`config.mk`:
```
export PLATFORM = sky130hd
export DESIGN_NAME = instr_encoder_flat
export DESIGN_NICKNAME = d
export VERILOG_FILES = /design/src/rtl/instr_encoder_if.sv /design/src/rtl/instr_encoder.sv /design/src/flat_wrapper.sv
export SDC_FILE = /design/constraint.sdc
export NUM_CORES = 1
export LEC_CHECK = 0
export CELL_PAD_IN_SITES_DETAIL_PLACEMENT = 0
export CELL_PAD_IN_SITES_GLOBAL_PLACEMENT = 1
export CORE_MARGIN = 2
export CORE_UTILIZATION = 36
export DETAILED_ROUTE_END_ITERATION = 10
export GPL_TIMING_DRIVEN = 0
export PLACE_DENSITY = 0.8
export REMOVE_ABC_BUFFERS = 1
export SLEW_MARGIN = 20
export SYNTH_ARGS = -nofsm -noshare
export SYNTH_HDL_FRONTEND = slang
export SYNTH_SLANG_ARGS = --single-unit
```
`constraint.sdc`:
```
create_clock -name clk -period 3 [get_ports clk]
set_input_delay 0.6 -clock clk [delete_from_list [all_inputs] [get_ports clk]]
set_output_delay 0.6 -clock clk [all_outputs]
set_load 0.02 [all_outputs]
```
`src/rtl/instr_encoder_if.sv`:
```
// Request/response bundle between a program sequencer and instr_encoder.
//
// Handshake rule (both channels): a transfer happens on a rising clk edge
// where valid & ready are both high. The producer keeps valid and its payload
// steady until that edge. ready never depends on valid in the same cycle.
interface instr_encoder_if #(
    parameter int AW = 12
);
    // request channel: sequencer -> encoder
    logic          in_valid;
    logic          in_ready;
    logic [4:0]    in_op;
    logic [4:0]    in_rd;
    logic [4:0]    in_rs1;
    logic [4:0]    in_rs2;
    logic [19:0]   in_imm;

    // word channel: encoder -> instruction memory
    logic          out_valid;
    logic          out_ready;
    logic [31:0]   out_data;
    logic [AW-1:0] out_addr;

    // sequencer / memory side
    modport master (
        output in_valid, in_op, in_rd, in_rs1, in_rs2, in_imm, out_ready,
        input  in_ready, out_valid, out_data, out_addr
    );

    // encoder side
    modport slave (
        input  in_valid, in_op, in_rd, in_rs1, in_rs2, in_imm, out_ready,
        output in_ready, out_valid, out_data, out_addr
    );
endinterface

```
`src/rtl/instr_encoder.sv`:
```
// RV32 instruction encoder: packs mnemonic-level requests into 32-bit words,
// queues them in a small FIFO and presents each with a sequential word address.
// Illegal operation codes complete their handshake but are only counted.
module instr_encoder #(
    parameter int DEPTH = 4,
    parameter int AW    = 12
) (
    input  logic                   clk,
    input  logic                   rst,
    instr_encoder_if.slave         bus,
    input  logic                   base_load,
    input  logic [AW-1:0]          base_addr,
    output logic [$clog2(DEPTH):0] count,
    output logic [7:0]             err_cnt
);
    localparam int PW = $clog2(DEPTH);

    typedef enum logic [2:0] {
        FMT_R,
        FMT_I,
        FMT_SH,
        FMT_U,
        FMT_CSR,
        FMT_BAD
    } fmt_t;

    fmt_t        fmt;
    logic [2:0]  f3;
    logic [6:0]  f7;
    logic [31:0] word;
    logic        legal;

    logic [31:0] mem [DEPTH];
    logic [PW-1:0] wr_ptr;
    logic [PW-1:0] rd_ptr;
    logic [PW:0]   occ;
    logic [AW-1:0] addr;
    logic          full;
    logic          empty;
    logic          accept;
    logic          push;
    logic          pop;

    // Decode the operation code into an encoding format and funct fields.
    always_comb begin
        fmt = FMT_BAD;
        f3  = 3'b000;
        f7  = 7'b0000000;
        case (bus.in_op)
            5'd0:  begin fmt = FMT_R;   f3 = 3'b000; f7 = 7'b0000000; end
            5'd1:  begin fmt = FMT_R;   f3 = 3'b000; f7 = 7'b0100000; end
            5'd2:  begin fmt = FMT_R;   f3 = 3'b001; end
            5'd3:  begin fmt = FMT_R;   f3 = 3'b010; end
            5'd4:  begin fmt = FMT_R;   f3 = 3'b011; end
            5'd5:  begin fmt = FMT_R;   f3 = 3'b100; end
            5'd6:  begin fmt = FMT_R;   f3 = 3'b101; end
            5'd7:  begin fmt = FMT_R;   f3 = 3'b101; f7 = 7'b0100000; end
            5'd8:  begin fmt = FMT_R;   f3 = 3'b110; end
            5'd9:  begin fmt = FMT_R;   f3 = 3'b111; end
            5'd10: begin fmt = FMT_R;   f3 = 3'b000; f7 = 7'b0000001; end
            5'd11: begin fmt = FMT_R;   f3 = 3'b001; f7 = 7'b0000001; end
            5'd12: begin fmt = FMT_R;   f3 = 3'b011; f7 = 7'b0000001; end
            5'd13: begin fmt = FMT_I;   f3 = 3'b000; end
            5'd14: begin fmt = FMT_I;   f3 = 3'b100; end
            5'd15: begin fmt = FMT_I;   f3 = 3'b110; end
            5'd16: begin fmt = FMT_I;   f3 = 3'b111; end
            5'd17: begin fmt = FMT_SH;  f3 = 3'b001; end
            5'd18: begin fmt = FMT_SH;  f3 = 3'b101; end
            5'd19: begin fmt = FMT_SH;  f3 = 3'b101; f7 = 7'b0100000; end
            5'd20: begin fmt = FMT_U;   end
            5'd21: begin fmt = FMT_CSR; f3 = 3'b001; end
            default: fmt = FMT_BAD;
        endcase
    end

    // Assemble the word; only the fields a format uses are placed in it.
    always_comb begin
        word  = '0;
        legal = 1'b1;
        case (fmt)
            FMT_R:   word = {f7, bus.in_rs2, bus.in_rs1, f3, bus.in_rd, 7'b0110011};
            FMT_I:   word = {bus.in_imm[11:0], bus.in_rs1, f3, bus.in_rd, 7'b0010011};
            FMT_SH:  word = {f7, bus.in_imm[4:0], bus.in_rs1, f3, bus.in_rd, 7'b0010011};
            FMT_U:   word = {bus.in_imm, bus.in_rd, 7'b0110111};
            FMT_CSR: word = {bus.in_imm[11:0], bus.in_rs1, f3, bus.in_rd, 7'b1110011};
            default: begin
                word  = '0;
                legal = 1'b0;
            end
        endcase
    end

    // Handshake qualifiers. A pop cannot free space for a push in the same
    // cycle, and an empty FIFO cannot pop, so there is no bypass path.
    always_comb begin
        full         = (occ == (PW+1)'(DEPTH));
        empty        = (occ == '0);
        bus.in_ready = !full && !rst;
        accept       = bus.in_valid && bus.in_ready;
        push         = accept && legal;
        bus.out_valid = !empty;
        pop          = bus.out_valid && bus.out_ready;
        bus.out_data = empty ? 32'd0 : mem[rd_ptr];
        bus.out_addr = addr;
        count        = occ;
    end

    // FIFO storage; contents need no reset because occupancy guards reads.
    always_ff @(posedge clk) begin
        if (push) begin
            mem[wr_ptr] <= word;
        end
    end

    // Pointers and occupancy of the circular buffer.
    always_ff @(posedge clk) begin
        if (rst) begin
            wr_ptr <= '0;
            rd_ptr <= '0;
            occ    <= '0;
        end else begin
            if (push) begin
                wr_ptr <= wr_ptr + PW'(1);
            end
            if (pop) begin
                rd_ptr <= rd_ptr + PW'(1);
            end
            if (push && !pop) begin
                occ <= occ + (PW+1)'(1);
            end else if (pop && !push) begin
                occ <= occ - (PW+1)'(1);
            end
        end
    end

    // Word address of the head: a load overrides the post-pop increment.
    always_ff @(posedge clk) begin
        if (rst) begin
            addr <= '0;
        end else if (base_load) begin
            addr <= base_addr;
        end else if (pop) begin
            addr <= addr + AW'(1);
        end
    end

    // Count accepted illegal requests, holding at the top value.
    always_ff @(posedge clk) begin
        if (rst) begin
            err_cnt <= '0;
        end else if (accept && !legal && err_cnt != 8'hFF) begin
            err_cnt <= err_cnt + 8'd1;
        end
    end
endmodule
```
`src/flat_wrapper.sv`:
```
// flat-port wrapper written by rule: the top's interface ports become plain ports
module instr_encoder_flat 
#(
    parameter int DEPTH = 4,
    parameter int AW    = 12
)
  (clk, rst, base_load, base_addr, count, err_cnt, bus_in_valid, bus_in_op, bus_in_rd, bus_in_rs1, bus_in_rs2, bus_in_imm, bus_out_ready, bus_in_ready, bus_out_valid, bus_out_data, bus_out_addr);
  instr_encoder_if #(.AW(AW)) bus_i ();
  input  logic clk;
  input  logic rst;
  input  logic base_load;
  input  logic [AW-1:0] base_addr;
  output logic [$clog2(DEPTH):0] count;
  output logic [7:0] err_cnt;
  input wire logic [$bits(bus_i.in_valid)-1:0] bus_in_valid;
  input wire logic [$bits(bus_i.in_op)-1:0] bus_in_op;
  input wire logic [$bits(bus_i.in_rd)-1:0] bus_in_rd;
  input wire logic [$bits(bus_i.in_rs1)-1:0] bus_in_rs1;
  input wire logic [$bits(bus_i.in_rs2)-1:0] bus_in_rs2;
  input wire logic [$bits(bus_i.in_imm)-1:0] bus_in_imm;
  input wire logic [$bits(bus_i.out_ready)-1:0] bus_out_ready;
  output wire logic [$bits(bus_i.in_ready)-1:0] bus_in_ready;
  output wire logic [$bits(bus_i.out_valid)-1:0] bus_out_valid;
  output wire logic [$bits(bus_i.out_data)-1:0] bus_out_data;
  output wire logic [$bits(bus_i.out_addr)-1:0] bus_out_addr;
  assign bus_i.in_valid = bus_in_valid;
  assign bus_i.in_op = bus_in_op;
  assign bus_i.in_rd = bus_in_rd;
  assign bus_i.in_rs1 = bus_in_rs1;
  assign bus_i.in_rs2 = bus_in_rs2;
  assign bus_i.in_imm = bus_in_imm;
  assign bus_i.out_ready = bus_out_ready;
  assign bus_in_ready = bus_i.in_ready;
  assign bus_out_valid = bus_i.out_valid;
  assign bus_out_data = bus_i.out_data;
  assign bus_out_addr = bus_i.out_addr;
  instr_encoder #(.DEPTH(DEPTH), .AW(AW)) u_core (.clk(clk), .rst(rst), .bus(bus_i), .base_load(base_load), .base_addr(base_addr), .count(count), .err_cnt(err_cnt));
endmodule
```
Word level (Yosys, flattened, before mapping):

Memory sizes are Yosys's and may differ from the RTL's. A register that Yosys moved wholly into a read port is not among the register bits.
Index checks and enable logic that the tools add are counted.

* latch bits: 0
* word-level logic and storage cells: 84
* memories kept: 1
* bits in writable memories: 128
* ROM bits: 0
* register bits after elaboration: 27
* output and inout bits: 57
* input bits: 57

* shifts and indexed selects: 0
* bitwise logic cells: 0
* reduce and logical (&&, ||, !) cells: 31
* multiply operators: 0
* add/sub/neg operators: 6
* multiplexer cells: 14
* divide/modulo/power cells: 0
* order comparisons: 0
* eq/ne operators: 27

Memories
* u_core.mem: depth 4, width 32, rd ports 1, clocked after Yosys merged registers in 1, write ports 1, RTL line instr_encoder.sv:33 `logic [31:0] mem [DEPTH];`

Operator list (number)
* case mux 32 bit (5 select lines): 1
* equality test 5 x 4 -> 1 bit (second input constant): 8
* two-way mux 32 bit: 1
* equality test 5 bit (second input constant): 6
* two-way mux 12 bit: 2
* case mux 3 bit (7 select lines): 1
* equality test 5 x 3 -> 1 bit (second input constant): 4
* case mux 3 bit (5 select lines): 1
* OR reduction 13 bit: 1
* adder 12 x 1 -> 12 bit (second input constant): 1
* case mux 6 bit (2 select lines): 1
* OR reduction 4 bit: 3
* equality test 5 x 2 -> 1 bit (second input constant): 2
* OR reduction 3 bit: 3
* adder 8 x 1 -> 8 bit (second input constant): 1
* logical AND 1 bit: 8
* != test 8 bit (second input constant): 1
* OR reduction 2 bit: 4
* equality test 3 x 2 -> 1 bit (second input constant): 2
* equality test 3 bit (second input constant): 2
* logical NOT 1 bit: 6
* logical NOT 3 bit: 2
* two-way mux 3 bit: 2
* equality test 5 x 1 -> 1 bit (second input constant): 1
* 9 further kinds: 14

Longest topological paths before layout:

* depth in word-level cells: 11
* depth in mapped cells: 9
* depth with buffers taken out: 8

Worst setup path before layout:

OpenSTA, ideal clock, no wires.

* path kind: input -> register
* start: input port bus_in_op[2]
* end: register u_core.occ[2] (netlist: u_core.count[2])
* buffers on the path: 0
* arrival time: 2385 ps
* slack: 544 ps
* data required time: 2929 ps
* cell stages on the path: 8
* library setup time: 71 ps
* cell sequence: a21o_2 -> a211oi_4 -> ha_1 -> inv_1 -> fa_1 -> xor2_1 -> or3_1 -> a21oi_1

* longest elaborated chain between the ends: 10
* elaborated cells between the ends (all ways): 39
* classes of those cells: eq/ne (25); mux (3); reduce/logical (11)

RTL lines
* start: declaration: RTL line flat_wrapper.sv:16 `input wire logic [$bits(bus_i.in_op)-1:0] bus_in_op;`
* equality test 5 x 1 -> 1 bit, or another cell as far along: RTL line instr_encoder.sv:49 `case (bus.in_op)`
* OR reduction 13 bit (no source line), or another cell as far along
* case mux 3 bit (5 select lines) (*): RTL line instr_encoder.sv:49
* equality test 3 x 1 -> 1 bit, or another cell as far along: RTL line instr_encoder.sv:80 `case (fmt)`
* OR reduction 5 bit (no source line) (*)
* two-way mux 1 bit (*): RTL line instr_encoder.sv:80
* logical AND 1 bit (*): RTL line instr_encoder.sv:100 `push = accept && legal;`
* named net u_core.push: RTL line instr_encoder.sv:41 `logic push;`
* logical NOT 1 bit: RTL line instr_encoder.sv:130 `end else if (pop && !push) begin`
* logical AND 1 bit: RTL line instr_encoder.sv:130
* nonzero test 2 bit (no source line)
* end signal: assignment: RTL line instr_encoder.sv:129 `occ <= occ + (PW+1)'(1);`
* end signal: assignment: RTL line instr_encoder.sv:131 `occ <= occ - (PW+1)'(1);`
* end: declaration: RTL line instr_encoder.sv:36 `logic [PW:0] occ;`

Mark *: on every way through the listed nets, which the timed path passes. The rest lies on a longest branch.
A chain may end at the register's enable or synchronous reset.

Worst setup path after layout:

* start: register u_core.occ[0] (netlist: u_core.count[0])
* end: output port bus_out_data[1]

* longest elaborated chain between the ends: 2

RTL lines
* logical NOT 3 bit: RTL line instr_encoder.sv:97 `empty = (occ == '0);`
* two-way mux 32 bit: RTL line instr_encoder.sv:103 `bus.out_data = empty ? 32'd0 : mem[rd_ptr];`
* end: declaration: RTL line flat_wrapper.sv:24 `output wire logic [$bits(bus_i.out_data)-1:0] bus_out_data;`

No other way between the ends.

==> run metrics <==
drt first-iter violations about 260; post-place setup slack -0.6693 ns; worst slew pin tran between 0.7 and 0.8 ns; Pre-Repair DR Iteration Count 5; worst hold path type flop to flop; Worst setup EP type output pin; ys async rst share 0; Detail Route Antenna Nets 0; GRT overflow 0; Die H around 140 um; largest net degree at the start of global routing 29; share of layout cells above drive strength 1 0.1823; #FFs+latches synth approximately 150; EDFF count, synth ~120; top cell type's share of synthesized area 0.5327; Core Box Area ~18000 um^2; slew margin rel. 0.4740; Post-Synthesis Cell Area around 6500 um^2; first-pass GRT wire length between 20000 and 25000 um; Worst EP required approximately 2.4 ns; synthesized area per cell 14.86 um^2; RePlAce Congestion about 0.84; Final Hold Fails 0; P_leak 0.002900 uW; Max-Cap Viols 0; Setup WS post-layout roughly 0.17 ns; largest area contributor in the netlist edfxtp_1; most frequent cells in the layout edfxtp_1, clkdlybuf4s50_1, and2_1; Num CTS Buffers 17; Die ar. slightly below 20000 um^2; row count between 40 and 50; clock slew at reported path FFs 0.06 ns; worst r2r path cells 8; skew final between 0.007 and 0.008 ns; DP Wirelength just under 10000 um; Starting Density 0.3653; Worst IR Drop VDD ~0.00052 V; PortBufs about 110; Max clock buf depth 2; htree depth 4; RSZ-0062 raised after global routing no; Slew Limit Fails 0; Hold Path Stages 2; Sink Count ~150; Cell variety after synth between 60 and 70; Area Growth Syn to Fin 32.53%; final core occ 0.4841; Final Routed Wirelength 15310 um; clock latency on the worst-skew pair 0.42 ns; hold slack approximately 0.53 ns; status finished clean; synth top area cells edfxtp_1, mux4_2, dfxtp_1; Top FF cell, synth edfxtp_1; sequential fraction of the synthesis area 0.6215; crit-path max FO 16; pwr dens about 770 nW/um^2; hold buffers post-CTS 0; post-DR vias/cell 5.352; commonest non-fill, non-tap cell in the layout edfxtp_1; DRC 0; Final min period ~2.8 ns; routed vias around 4300; CTS tree yes; chip width 138.8 um; final worst path period share 0.9429; clk root buf clkbuf_16; WL per Instance 18.99 um; Fmax 0.3535 GHz; GRT Total Usage 0.1635; Final setup viols 0; Synth Instances between 400 and 500; yosys warns 0; vias in the first global route ~4500; # nets final around 630; I/O pins 114; WP data arrival approximately 2.2 ns; kind of critical path flop to output pin; Critical Path Start Type flop; initial antenna violation count 0
-- report_power, final --
part           internal (uW)  switching (uW)  leakage [uW]
clock                   1080             856      0.000258
sequential              2290             110       0.00130
combinational           1180            1170       0.00134
-- worst paths after layout --
kind                                                      from                              to  slack, ns
worst min-delay path            u_core.err_cnt[1]$_SDFFE_PP0P_  u_core.err_cnt[1]$_SDFFE_PP0P_       0.53
worst max-delay path              u_core.count[0]$_SDFFE_PP0P_                 bus_out_data[1]       0.17
worst max register to register    u_core.count[1]$_SDFFE_PP0P_    u_core.count[2]$_SDFFE_PP0P_       0.45
worst min register to register  u_core.err_cnt[1]$_SDFFE_PP0P_  u_core.err_cnt[1]$_SDFFE_PP0P_       0.53
-- repair_timing --
item | 4_1_cts | 5_1_grt
setup buffers | 10 | 0
cloned | 2 | 0
endpoints found under the hold margin | 0 | 0
resized for setup | 6 | 8
setup endpoints to repair | 54 | 32
pin swaps | 2 | 0
-- final cells by class --
| cell class | instances | area, um^2 |
|---|---|---|
| Timing Repair inverter | 1 | 7.507 |
| Clock inverter | 15 | 126.4 |
| Sequential cell | 145 | 4075 |
| Multi-Input combinational cell | 259 | 2333 |
| Clock buffer | 17 | 425.4 |
| Inverter | 11 | 45.04 |
| Fill cell | 1553 | 9236 |
| Tap cell | 229 | 286.5 |
| Antenna cell | 1 | 2.502 |
| Timing Repair Buffer | 128 | 1364 |
-- flip-flops by register name, summed over array words and instances, names as in the netlist, named ones only --
signal and cells:
u_core.err_cnt 8, u_core.bus.out_addr 12, u_core.rd_ptr 2, u_core.wr_ptr 2, u_core.mem 116, u_core.count 3
-- critical path, cell delays in order (launching register included) --
cell,delay (ns)
dfxtp_2,0.45
nor3_4,0.06
buf_4,0.14
clkinvlp_4,0.05
buf_4,0.22
and2_1,0.24
clkdlybuf4s50_1,0.63
-- cells in the mapped netlist (3+ instances only) --
cell type,number
nor3_1,3
clkbuf_1,7
nor2b_1,6
mux2i_1,4
or3_1,4
inv_1,11
edfxtp_1,116
nand3_1,8
mux4_2,29
and2_1,40
nor3_2,4
nand2_1,10
a22o_1,15
buf_4,6
xnor2_1,10
a211oi_1,8
dfxtp_1,29
buf_2,10
nand4_1,5
o21ai_0,9
a21oi_1,13
a21o_1,5
xor2_1,6
buf_1,3
nor2_1,23
ha_1,7
-- kinds of logic (layout without fill, tap and decap cells) --
| family | count (synthesis) | in the layout | synth area share |
|---|---|---|---|
| buffers and inverters | 37 | 172 | 0.02660 |
| XOR/XNOR | 16 | 16 | 0.02143 |
| multiplexers | 33 | 33 | 0.1060 |
| other | 1 | 2 | 0.0005735 |
| adder cells (fa/ha/maj) | 8 | 8 | 0.01646 |
| flip-flops | 145 | 145 | 0.6215 |
| AND/OR/NAND/NOR | 120 | 121 | 0.1133 |
| AO/OA/AOI/OAI | 80 | 80 | 0.09415 |
-- stage by stage --
stage | std cells | total power [uW] | setup TNS (ns) | cell area (um^2)
2_1_floorplan | 414 | 3586 | 0 | 6406
3_3_place_gp | 755 | 4506 | -180.83 | 7814
3_5_place_dp | 761 | 4556 | -48.49 | 7980
4_1_cts | 805 | 6757 | 0 | 8656
5_1_grt | 805 | 7005 | 0 | 8663
6_report | 806 | 6681 | 0 | 8666
-- per-layer routing --
layer,vias to the layer above,track usage,routed length [um],part of all wire
met3,13,0.05180,973,0.064
met5,-,0,0,0
met4,0,0.04944,153,0.010
met1,2168,0.2161,6773,0.44
met2,162,0.2603,7405,0.48
li1,1971,-,-,-
(Power assumes the default switching activity.)
